===== src/rtl/synth_pkg.sv =====
// Shared types and width constants for the voice allocation path.
// Imported by the allocator and its helpers.
package synth_pkg;

  typedef enum logic [1:0] {
    IDLE,
    SEARCH,
    KILL,
    WRITE
  } state_e;

  localparam int unsigned KEY_BITS         = 7;
  localparam int unsigned VEL_BITS         = 32;
  localparam int unsigned WORD_BITS        = 18;
  localparam int unsigned DEFAULT_CHANNELS = 16;
  localparam int unsigned STEAL_MAX        = 255;

endpackage


===== src/rtl/voice_priority_enc.sv =====
// Lowest-set-bit encoder: reports whether any request bit is set, the index of
// the lowest one, and that bit alone as a one-hot mask.
module voice_priority_enc #(
  parameter int unsigned NUM_CHANNELS = 16
) (
  input  logic [NUM_CHANNELS-1:0]         i_mask,
  output logic                            o_found,
  output logic [$clog2(NUM_CHANNELS)-1:0] o_index,
  output logic [NUM_CHANNELS-1:0]         o_onehot
);
  localparam int unsigned IdxW = $clog2(NUM_CHANNELS);

  // Scan from the top so the lowest set bit is the last one assigned.
  always_comb begin
    o_index = '0;
    for (int i = NUM_CHANNELS - 1; i >= 0; i--) begin
      if (i_mask[i]) o_index = IdxW'(i);
    end
  end

  assign o_found  = |i_mask;
  assign o_onehot = i_mask & (~i_mask + NUM_CHANNELS'(1));

endmodule


===== src/rtl/voice_allocator.sv =====
// Note-event voice allocator: picks a channel per event, steals round-robin when
// every voice is busy, and drives the note register bank write strobes.
module voice_allocator
  import synth_pkg::*;
#(
  parameter int unsigned NUM_CHANNELS  = DEFAULT_CHANNELS,
  parameter int unsigned NUM_BITS_WORD = WORD_BITS,
  parameter int unsigned NUM_BITS_KEY  = KEY_BITS,
  parameter int unsigned NUM_BITS_VEL  = VEL_BITS
) (
  input  logic                                 clk,
  input  logic                                 rst,
  input  logic                                 ev_valid,
  output logic                                 ev_ready,
  input  logic                                 ev_on,
  input  logic [NUM_BITS_KEY-1:0]              ev_key,
  input  logic [NUM_BITS_WORD-1:0]             ev_word,
  input  logic [NUM_BITS_VEL-1:0]              ev_velocity,
  input  logic [NUM_CHANNELS-1:0]              available,
  output logic [NUM_CHANNELS-1:0]              reg_en,
  output logic [NUM_CHANNELS-1:0]              note_en,
  output logic [NUM_BITS_WORD-1:0]             note_out,
  output logic [NUM_BITS_VEL*NUM_CHANNELS-1:0] velocity_out,
  output logic [7:0]                           steal_count
);
  localparam int unsigned IdxW = $clog2(NUM_CHANNELS);

  state_e                            r_state, w_state_next;
  logic                              r_on;
  logic [NUM_BITS_KEY-1:0]           r_key;
  logic [NUM_BITS_WORD-1:0]          r_word;
  logic [NUM_BITS_VEL-1:0]           r_vel;
  logic [IdxW-1:0]                   r_target, r_steal_ptr;
  logic [NUM_CHANNELS-1:0]           r_target_oh, r_key_valid, r_note_en, r_reg_en;
  logic [NUM_BITS_KEY-1:0]           r_keys [NUM_CHANNELS];
  logic [NUM_BITS_WORD-1:0]          r_note_out;
  logic [NUM_BITS_VEL*NUM_CHANNELS-1:0] r_velocity_out;
  logic [7:0]                        r_steal_count;

  logic                    w_accept, w_wr_en, w_clr_en, w_steal;
  logic [IdxW-1:0]         w_target, w_free_idx, w_match_idx;
  logic [NUM_CHANNELS-1:0] w_target_oh, w_free_mask, w_free_oh, w_match_mask, w_match_oh;
  logic                    w_free_found, w_match_found;

  assign ev_ready = (r_state == IDLE) && !rst;
  assign w_accept = ev_valid && ev_ready;

  assign w_free_mask = available & ~r_key_valid;

  always_comb begin
    w_match_mask = '0;
    for (int c = 0; c < NUM_CHANNELS; c++) begin
      w_match_mask[c] = r_key_valid[c] && (r_keys[c] == r_key);
    end
  end

  voice_priority_enc #(.NUM_CHANNELS(NUM_CHANNELS)) u_free_enc (
    .i_mask   (w_free_mask),
    .o_found  (w_free_found),
    .o_index  (w_free_idx),
    .o_onehot (w_free_oh)
  );

  voice_priority_enc #(.NUM_CHANNELS(NUM_CHANNELS)) u_match_enc (
    .i_mask   (w_match_mask),
    .o_found  (w_match_found),
    .o_index  (w_match_idx),
    .o_onehot (w_match_oh)
  );

  // Retrigger takes priority over a free channel; stealing is the last resort.
  always_comb begin
    w_state_next = r_state;
    w_target     = r_steal_ptr;
    w_target_oh  = NUM_CHANNELS'(1) << r_steal_ptr;
    w_wr_en      = 1'b0;
    w_clr_en     = 1'b0;
    w_steal      = 1'b0;
    unique case (r_state)
      IDLE: if (w_accept) w_state_next = SEARCH;
      SEARCH: begin
        if (r_on && w_match_found) begin
          w_target     = w_match_idx;
          w_target_oh  = w_match_oh;
          w_clr_en     = 1'b1;
          w_state_next = KILL;
        end else if (r_on && w_free_found) begin
          w_target     = w_free_idx;
          w_target_oh  = w_free_oh;
          w_wr_en      = 1'b1;
          w_state_next = WRITE;
        end else if (r_on) begin
          w_steal      = 1'b1;
          w_clr_en     = 1'b1;
          w_state_next = KILL;
        end else begin
          w_target     = w_match_idx;
          w_target_oh  = w_match_oh;
          w_clr_en     = w_match_found;
          w_state_next = IDLE;
        end
      end
      KILL: begin
        w_target     = r_target;
        w_target_oh  = r_target_oh;
        w_wr_en      = 1'b1;
        w_state_next = WRITE;
      end
      WRITE:   w_state_next = IDLE;
      default: w_state_next = IDLE;
    endcase
  end

  always_ff @(posedge clk) begin
    if (rst) r_state <= IDLE;
    else     r_state <= w_state_next;
  end

  always_ff @(posedge clk) begin
    if (rst) begin
      r_on           <= 1'b0;
      r_key          <= '0;
      r_word         <= '0;
      r_vel          <= '0;
      r_target       <= '0;
      r_target_oh    <= '0;
      r_key_valid    <= '0;
      r_note_en      <= '0;
      r_reg_en       <= '0;
      r_note_out     <= '0;
      r_velocity_out <= '0;
      r_steal_ptr    <= '0;
      r_steal_count  <= '0;
      for (int c = 0; c < NUM_CHANNELS; c++) r_keys[c] <= '0;
    end else begin
      r_reg_en <= '0;
      if (w_accept) begin
        r_on   <= ev_on;
        r_key  <= ev_key;
        r_word <= ev_word;
        r_vel  <= ev_velocity;
      end
      if (r_state == SEARCH) begin
        r_target    <= w_target;
        r_target_oh <= w_target_oh;
      end
      if (w_clr_en) begin
        r_note_en   <= r_note_en & ~w_target_oh;
        r_key_valid <= r_key_valid & ~w_target_oh;
      end
      if (w_wr_en) begin
        r_reg_en    <= w_target_oh;
        r_note_out  <= r_word;
        r_velocity_out[int'(w_target)*NUM_BITS_VEL +: NUM_BITS_VEL] <= r_vel;
        r_keys[w_target] <= r_key;
        r_note_en   <= r_note_en | w_target_oh;
        r_key_valid <= r_key_valid | w_target_oh;
      end
      if (w_steal) begin
        r_steal_ptr <= (r_steal_ptr == IdxW'(NUM_CHANNELS - 1)) ? '0 : r_steal_ptr + 1'b1;
        if (r_steal_count != 8'(STEAL_MAX)) r_steal_count <= r_steal_count + 8'd1;
      end
    end
  end

  assign reg_en       = r_reg_en;
  assign note_en      = r_note_en;
  assign note_out     = r_note_out;
  assign velocity_out = r_velocity_out;
  assign steal_count  = r_steal_count;

endmodule


===== config.mk =====
export PLATFORM = sky130hd
export DESIGN_NAME = voice_allocator
export DESIGN_NICKNAME = d
export VERILOG_FILES = /design/src/rtl/synth_pkg.sv /design/src/rtl/voice_priority_enc.sv /design/src/rtl/voice_allocator.sv
export SDC_FILE = /design/constraint.sdc
export NUM_CORES = 2
export LEC_CHECK = 0
export ABC_AREA = 1
export ABC_CLOCK_PERIOD_IN_PS = 10400
export BUFFER_PORTS_ARGS = -buffer_cell sky130_fd_sc_hd__buf_2
export CORE_MARGIN = 2
export CORE_UTILIZATION = 45
export DETAILED_ROUTE_END_ITERATION = 12
export MAX_ROUTING_LAYER = met4
export PLACE_DENSITY = 0.72
export SKIP_LAST_GASP = 1
export SYNTH_ARGS = -nofsm -noshare
export SYNTH_HDL_FRONTEND = slang
export SYNTH_SLANG_ARGS = --single-unit

===== constraint.sdc =====
create_clock -name clk -period 10.4 [get_ports clk]
set_clock_uncertainty 0.15 [all_clocks]
set_input_delay 1.56 -clock clk [delete_from_list [all_inputs] [get_ports clk]]
set_output_delay 1.56 -clock clk [all_outputs]
set_load 0.005 [all_outputs]

# [After elaboration in Yosys (flattened, before gate mapping)]
# Memory sizes are Yosys's and may differ from the RTL's.
# Index checks and enable logic that the tools add are counted.
# W data, S select, Z words.
[totals] ff_bits=670 mem_bits_rw=112 in_bits=77 out_inout_bits=571 elab_cells=155 n_memories=1
[op_classes] addsub=5 eq_ne=22 n_shift=3 muxes=70 bitwise=12 n_reduce_logical=28
[mem_list] name="r_keys" words=16 width=7 read_ports=16 rd_ports_with_merged_regs=0 wr=16 line_no="voice_allocator.sv:35" text="logic [NUM_BITS_KEY-1:0] r_keys [NUM_CHANNELS];"
[op_table] operator="$bwmux W512" n=1
[op_table] operator="$shift A32 B34 Y512 const A" n=1
[op_table] operator="$shiftx A32 B34 Y512" n=1
[op_table] operator="$mux W4" n=37
[op_table] operator="$eq A7 B7 Y1" n=16
[op_table] operator="$mux W16" n=7
[op_table] operator="$and A16 B16 Y16" n=5
[op_table] operator="$not A16 Y16" n=4
[op_table] operator="$neg A9 Y34" n=1
[op_table] operator="$add A16 B1 Y16 const B" n=2
[op_table] operator="$or A16 B16 Y16" n=2
[op_table] operator="$pmux W16 S2" n=1
[op_table] operator="$reduce_or A16 Y1" n=2
[op_table] operator="$logic_and A1 B1 Y1" n=20
[op_table] operator="$mux W1" n=16
[op_table] operator="$shl A1 B4 Y16 const A" n=1
[op_table] operator="$add A8 B1 Y8 const B" n=1
[op_table] operator="$mux W2" n=4
[op_table] operator="$ne A8 B8 Y1 const B" n=1
[op_table] operator="$pmux W2 S4" n=1
[op_table] operator="$pmux W4 S2" n=1
[op_table] operator="$mux W7" n=1
[op_table] operator="$reduce_or A7 Y1" n=1
[op_table] operator="$add A4 B1 Y4 const B" n=1
[op_table] operator="other kinds (11)" n=12

# [Longest topological paths before layout]
[depth] depth_word=25 depth_mapped=34 ltp_nobuf=31

# [Cells and area by module]
# From an unflattened synthesis, not the netlist that was laid out.
[hier_totals] cells_unflattened=4672 hier_area_um2=34017.6
[modules_own_cells] module="voice_allocator" n_inst=1 cells_per_inst=4528 area_each_um2=33329.5 seq_area_each_um2=16455.8
[modules_own_cells] module="voice_priority_enc" n_inst=2 cells_per_inst=72 area_each_um2=344.1 seq_area_each_um2=0.0

# [Worst setup path before layout]
# No wires, ideal clock.
[synth_timing] kind="input port to flip-flop" start="in available[0]" end="reg r_velocity_out[417], in the netlist velocity_out[417]" setup_time_ns=0.115 arrival_time_ns=5.251 required_ns=10.135 setup_slack_ns=4.884 cell_stages=27 n_path_buf=5 cell_sequence="nand2_1 > nand2_1 > nor2_2 > nand2_1 > nor2_4 > nor2_2 > inv_2 > a31oi_1 > nand2_1 > nand2_1 > a21oi_2 > nand2_2 > a21boi_4 > clkbuf_1 > buf_1 > nor2_1 > ha_1 > clkbuf_1 > clkinv_1 > nand3_2 > nor2_4 > inv_4 > nor2_4 > buf_6 > buf_6 > o21ai_1 > nor2_1"
[synth_via] elab_chain_cells=9 word_cells_on_any_way=14 classes_between="add/sub: 1; shift: 2; mux: 8; bitwise: 1; reduce/logical: 2"
[synth_lines] element="start: declaration" line_no="voice_allocator.sv:19" text="input logic [NUM_CHANNELS-1:0] available,"
[synth_lines] element="$and A16 B16 Y16 (*)" line_no="voice_allocator.sv:48" text="assign w_free_mask = available & ~r_key_valid;"
[synth_lines] element="$reduce_or A16 Y1" line_no="voice_priority_enc.sv:21" text="assign o_found = |i_mask;"
[synth_lines] element="$logic_and A1 B1 Y1" line_no="voice_allocator.sv:87" text="end else if (r_on && w_free_found) begin"
[synth_lines] element="$mux W4 (*)" line_no="voice_allocator.sv:87"
[synth_lines] element="$mux W4 (*)" line_no="voice_allocator.sv:82" text="if (r_on && w_match_found) begin"
[synth_lines] element="$pmux W4 S2 (*)" line_no="voice_allocator.sv:79" text="unique case (r_state)"
[synth_lines] element="named net w_target[0]" line_no="voice_allocator.sv:41" text="logic [IdxW-1:0] w_target, w_free_idx, w_match_idx;"
[synth_lines] element="$neg A9 Y34 (*)" line_no="voice_allocator.sv:154" text="r_velocity_out[int'(w_target)*NUM_BITS_VEL +: NUM_BITS_VEL] <= r_vel;"
[synth_lines] element="$shiftx A32 B34 Y512 / $shift A32 B34 Y512 (equally long branches)" line_no="voice_allocator.sv:154"
[synth_lines] element="$bwmux W512 (*)" line_no="voice_allocator.sv:154"
[synth_lines] element="end signal: indexed assignment" line_no="voice_allocator.sv:154"
[synth_lines] element="end: declaration" line_no="voice_allocator.sv:37" text="logic [NUM_BITS_VEL*NUM_CHANNELS-1:0] r_velocity_out;"
# The timed path passes the listed nets; every way through them passes the cells marked *.
# A chain may end at the register's enable or synchronous reset.

# [Final worst setup path]
[layout_timing] start="reg r_key[5]" end="reg r_velocity_out[2], in the netlist velocity_out[2]"
[layout_via] elab_chain_cells=25 word_cells_on_any_way=60 classes_between="add/sub: 1; eq/ne: 16; shift: 2; mux: 23; reduce/logical: 18"
[layout_lines] element="start: declaration" line_no="voice_allocator.sv:30" text="logic [NUM_BITS_KEY-1:0] r_key;"
[layout_lines] element="start signal: assignment" line_no="voice_allocator.sv:139" text="r_key <= ev_key;"
[layout_lines] element="$eq A7 B7 Y1" line_no="voice_allocator.sv:53" text="w_match_mask[c] = r_key_valid[c] && (r_keys[c] == r_key);"
[layout_lines] element="$logic_and A1 B1 Y1" line_no="voice_allocator.sv:53"
[layout_lines] element="$mux W4 (16 in series)" line_no="voice_priority_enc.sv:17" text="if (i_mask[i]) o_index = IdxW'(i);"
[layout_lines] element="$mux W4" line_no="voice_allocator.sv:92" text="end else if (r_on) begin"
[layout_lines] element="$mux W4" line_no="voice_allocator.sv:87"
[layout_lines] element="$mux W4" line_no="voice_allocator.sv:82"
[layout_lines] element="$pmux W4 S2" line_no="voice_allocator.sv:79"
[layout_lines] element="$neg A9 Y34" line_no="voice_allocator.sv:154"
[layout_lines] element="$shiftx A32 B34 Y512 / $shift A32 B34 Y512 (equally long branches)" line_no="voice_allocator.sv:154"
[layout_lines] element="$bwmux W512" line_no="voice_allocator.sv:154"
# Parallel ways exist; a longest one is shown, timed or not.

==> metrics.txt <==
# TYPE chip_impl_metric gauge
chip_impl_metric{name="final-max-slew-violation-count",unit=""} 0
chip_impl_metric{name="antenna_found_initial",unit=""} 15
chip_impl_metric{name="synth_largest_type_area_fraction",unit="%"} 36.7
chip_impl_metric{name="netlist_instances",unit=""} 5058
chip_impl_metric{name="hold_viol",unit=""} 0
chip_impl_metric{name="cp_slowest_stage_delay",unit="ns"} 1.16
chip_impl_metric{name="cp_num_buf_inv",unit=""} 4
chip_impl_metric{name="post_synthesis_instance_area",unit="µm²"} 35700
chip_impl_metric{name="ff_latch_area",unit="µm²"} 16500
chip_impl_metric{name="starting_density_of_the_core",unit="%"} 45.3
chip_impl_metric{name="drt-pass1-iter-count",unit=""} 6
chip_impl_info{name="largest_cells_by_area_after_synthesis",value="dfxtp_1, nand2_1, edfxtp_1"} 1
chip_impl_metric{name="distinct_cell_type_count_of_the_synthesized_netlist",unit=""} 50
chip_impl_info{name="cp-start-kind",value="flop"} 1
chip_impl_metric{name="postLayoutCoreUtil",unit="%"} 53.0
chip_impl_metric{name="clock_latency_reported_for_the_late_side_of_the_worst_skew_pair",unit="ns"} 0.65
chip_impl_metric{name="fraction_of_layout_cells_with_a_size_suffix_above_1",unit="%"} 16.4
chip_impl_info{name="timing.critical_path.mode_cell",value="nand2_1"} 1
chip_impl_info{name="slowest_stage",value="inv_1"} 1
chip_impl_metric{name="core-area",unit="µm²"} 78700
chip_impl_metric{name="worst_pin_slew",unit="ns"} 1.36
chip_impl_metric{name="power_switching_share",unit="%"} 46.0
chip_impl_metric{name="die_w",unit="µm"} 286
chip_impl_metric{name="drtAntennaViolNets",unit=""} 0
chip_impl_metric{name="cp_num_cells",unit=""} 22
chip_impl_metric{name="multiInputGateArea",unit="µm²"} 15500
chip_impl_metric{name="worst_ep_required_time",unit="ns"} 10.78
chip_impl_metric{name="grt_pass1_vias",unit=""} 32002
chip_impl_metric{name="gr-total-overflow",unit=""} 0
chip_impl_metric{name="edff_count_synth",unit=""} 112
chip_impl_info{name="worst_path_dominant_cell_family",value="simple AND/OR/NAND/NOR gates"} 1
chip_impl_metric{name="globalplace.congestion",unit=""} 0.981
chip_impl_metric{name="die-area",unit="µm²"} 81600
chip_impl_metric{name="clock-sinks",unit=""} 766
chip_impl_metric{name="nNetsFinal",unit=""} 5543
chip_impl_metric{name="p_clk_share",unit="%"} 30.4
chip_impl_info{name="worst_setup_path_end_kind",value="flop"} 1
chip_impl_metric{name="drv_cap",unit=""} 0
chip_impl_metric{name="place.detailed.hpwl",unit="µm"} 95800
chip_impl_info{name="postSynth.topFlopCell",value="dfxtp_1"} 1
chip_impl_metric{name="reg2reg_setup_slack",unit="ns"} 2.30
chip_impl_metric{name="clkTransAtPathRegs",unit="ns"} 0.06
chip_impl_metric{name="fillerInstances",unit=""} 7619
chip_impl_metric{name="final_area",unit="µm²"} 41700
chip_impl_metric{name="detailedPlace.worstSlack",unit="ns"} 1.90
chip_impl_metric{name="first_iter_violations",unit=""} 3847
chip_impl_metric{name="final_critical_path_setup_slack",unit="ns"} 2.30
chip_impl_metric{name="vdd.ir_drop.worst",unit="µV"} 338
chip_impl_metric{name="critPathArrivalTime",unit="ns"} 8.48
chip_impl_info{name="critical_path.startpoint",value="r_key[5]"} 1
chip_impl_info{name="yosysMostFrequentCell",value="nand2_1"} 1
chip_impl_metric{name="placed_area",unit="µm²"} 38800
chip_impl_metric{name="static-leakage-power",unit="nW"} 18.9
chip_impl_metric{name="rows",unit=""} 103
chip_impl_metric{name="route.vias.total",unit=""} 35856
chip_impl_metric{name="power_frac_seq",unit="%"} 31.2
chip_impl_metric{name="detail_route.vias_per_cell",unit=""} 5.44
chip_impl_metric{name="p_switching",unit="mW"} 4.76
chip_impl_metric{name="chipHeight",unit="µm"} 286
chip_impl_metric{name="avgSynthCellArea",unit="µm²"} 7.06
chip_impl_info{name="r2r_start",value="r_key[5]"} 1
chip_impl_info{name="crit-reg2reg-capture",value="velocity_out[2]"} 1
chip_impl_metric{name="power_density",unit="nW/µm²"} 248
chip_impl_metric{name="portBuffers",unit=""} 647
chip_impl_metric{name="report.final.setup_viol",unit=""} 0
chip_impl_info{name="worstHoldPathType",value="reg -> reg"} 1
chip_impl_metric{name="mappedNetlistNets",unit=""} 5151
chip_impl_metric{name="track_usage",unit="%"} 33.5
chip_impl_metric{name="p_int",unit="mW"} 5.59
chip_impl_metric{name="boundaryPins",unit=""} 648
chip_impl_metric{name="grt_pass1_wl",unit="µm"} 203000
chip_impl_info{name="clock-root-buffer",value="clkbuf_16"} 1
chip_impl_info{name="cts_tree",value="built"} 1
chip_impl_metric{name="worst_slew_margin_relative_to_its_limit",unit="%"} 8.53
chip_impl_metric{name="cts.repair_timing.setup_buffer_count",unit=""} 0
chip_impl_metric{name="synth.ff_latch_count",unit=""} 766
chip_impl_metric{name="pwr-share-comb",unit="%"} 38.5
chip_impl_metric{name="path_max_fanout",unit=""} 84
chip_impl_info{name="most_frequent_cells_after_synthesis",value="nand2_1, nor2_1, dfxtp_1, inv_1, a21oi_1"} 1
chip_impl_metric{name="min_period",unit="ns"} 8.10
chip_impl_info{name="crit_type",value="reg -> reg"} 1
chip_impl_metric{name="wirelength",unit="µm"} 138000
chip_impl_metric{name="clock_tree.htree_level_count",unit=""} 3
chip_impl_info{name="synth_top_area_cell",value="dfxtp_1"} 1
chip_impl_metric{name="achievable-frequency",unit="GHz"} 0.123
chip_impl_metric{name="design_power_total",unit="mW"} 10.4
chip_impl_metric{name="largest_net_degree_at_the_start_of_global_routing",unit=""} 137
chip_impl_metric{name="ys.warnings.count",unit=""} 0
chip_impl_metric{name="drc_errors",unit=""} 0
chip_impl_info{name="path_cells",value="buf_4, inv_2, nand2_1, nand2_1, nor2_1, nand2_1, nor2_1, nor2_2, nand2_1, nor2_4, nand2_4, nand2_4, a21oi_2, nand2_2, nand2_1, nand2_2, buf_4, nand3_4, inv_1, nand2_1, o21ai_0, nor2_1"} 1
chip_impl_metric{name="ys_seq_area_share",unit="%"} 46.1
chip_impl_metric{name="final.setup.tns",unit="ns"} 0
chip_impl_metric{name="number_of_buffers_added_by_the_clock_tree_synthesis_step",unit=""} 84
chip_impl_metric{name="cts_hold_buf",unit=""} 0
chip_impl_metric{name="timing.reg2reg.worst_path_depth",unit=""} 22
chip_impl_info{name="crit_path_end",value="velocity_out[2]"} 1
chip_impl_metric{name="synthToLayoutAreaGrowth",unit="%"} 16.9
chip_impl_info{name="grt_setup_unrepaired",value="false"} 1
chip_impl_metric{name="cts-resized-gates",unit=""} 0
chip_impl_metric{name="avgRoutedWirePerCell",unit="µm"} 21.0
chip_impl_metric{name="ctsLongestPathBuffers",unit=""} 3
chip_impl_metric{name="async_s_r_ff_share_synth",unit="%"} 0
chip_impl_info{name="outcome",value="finished, final reports clean"} 1
chip_impl_metric{name="period_share",unit="%"} 77.9
-- power by group through the flow --
stage	sequential (mW)	combinational, mW	clock, mW
2_1_floorplan	3.25	2.84	0
3_3_place_gp	3.28	3.85	0
3_5_place_dp	3.28	3.85	0
4_1_cts	3.22	3.86	3.18
5_1_grt	3.23	4.20	3.31
6_report	3.23	3.98	3.14
-- cell families after synthesis --
| logic type | synth area share, % |
|---|---|
| AOI/OAI and AO/OA | 11.9 |
| xor gates and xnor gates | 0.270 |
| buffers and inverters | 10.6 |
| adders and majority gates | 0.561 |
| DFF | 46.1 |
| and+or+nand+nor | 30.6 |
-- final cells by class --
| type | count | share of cell area (%) |
|---|---|---|
| inverters | 503 | 4.61 |
| multi-input cells | 3409 | 37.2 |
| flip-flops and latches | 766 | 39.4 |
| clock buffers | 120 | 5.90 |
| well taps | 1050 | 3.15 |
| clock inverters | 35 | 1.06 |
| diodes | 17 | 0.102 |
| repair buffers | 686 | 8.51 |
-- registers in the layout, indices dropped and copies added (netlist names), named ones only --
signal	count
note_out	18
r_key	7
r_keys	112
r_on	1
r_state	1
r_steal_ptr	4
r_target	4
r_target_oh	16
r_vel	32
r_word	18
reg_en	16
steal_count	8
velocity_out	512
-- layer usage --
metal  part of all wire, %  GRT usage [%]
met5                     0              -
met4                   6.5           18.8
met3                    10           7.76
met2                    43           49.0
met1                    40           42.5
-- cells in the final DEF, fill, tap and decap left out, types with 7 or more instances in the layout --
cell	instances
nand2_1	1145
nor2_1	836
dfxtp_1	654
buf_2	646
inv_1	476
a21oi_1	363
nand3_1	305
o21ai_0	246
nand4_1	140
edfxtp_1	112
o21ai_1	105
clkbuf_16	87
nor3_1	57
o31ai_1	41
buf_4	38
nor4_1	35
o211ai_1	22
diode_2	17
clkbuf_1	17
clkbuf_8	16
nor2_2	15
clkinv_2	15
ha_1	14
nor2_4	13
inv_2	11
xor2_1	9
inv_4	8
nand2_2	7
nand3_2	7
clkinv_1	7
inv_6	7
bufinv_16	7
-- stage by stage --
| step | instances | hold slack (ns) |
|---|---|---|
| 5_1_grt | 6583 | 0.326 |
| 3_5_place_dp | 6414 | 0.299 |
| 3_3_place_gp | 6414 | 0.296 |
| 2_1_floorplan | 5058 | 0.306 |
| 4_1_cts | 6569 | 0.309 |
| 6_report | 6586 | 0.307 |
-- worst reg2reg max path: stages, from the launching register on --
cell,delay [ns]
dfxtp_1,0.30
buf_4,0.21
inv_2,0.67
nand2_1,0.14
nand2_1,0.10
nor2_1,0.05
nand2_1,0.06
nor2_1,0.11
nor2_2,0.23
nand2_1,0.15
nor2_4,0.18
nand2_4,0.12
nand2_4,0.21
a21oi_2,0.11
nand2_2,0.17
nand2_1,0.68
nand2_2,0.34
buf_4,0.56
nand3_4,0.84
inv_1,1.18
nand2_1,0.96
o21ai_0,0.42
nor2_1,0.07
-- worst min-delay path by stage --
stage / from / endpoint / slack (ns) / depth (start not counted)
2_1_floorplan: velocity_out[200] / velocity_out[200] / 0.31 / 2
3_3_place_gp: velocity_out[222] / velocity_out[222] / 0.30 / 2
3_5_place_dp: velocity_out[213] / velocity_out[213] / 0.30 / 2
4_1_cts: velocity_out[213] / velocity_out[213] / 0.31 / 2
5_1_grt: velocity_out[199] / velocity_out[199] / 0.33 / 2
6_report: velocity_out[469] / velocity_out[469] / 0.31 / 2
(Power assumes the default switching activity.)
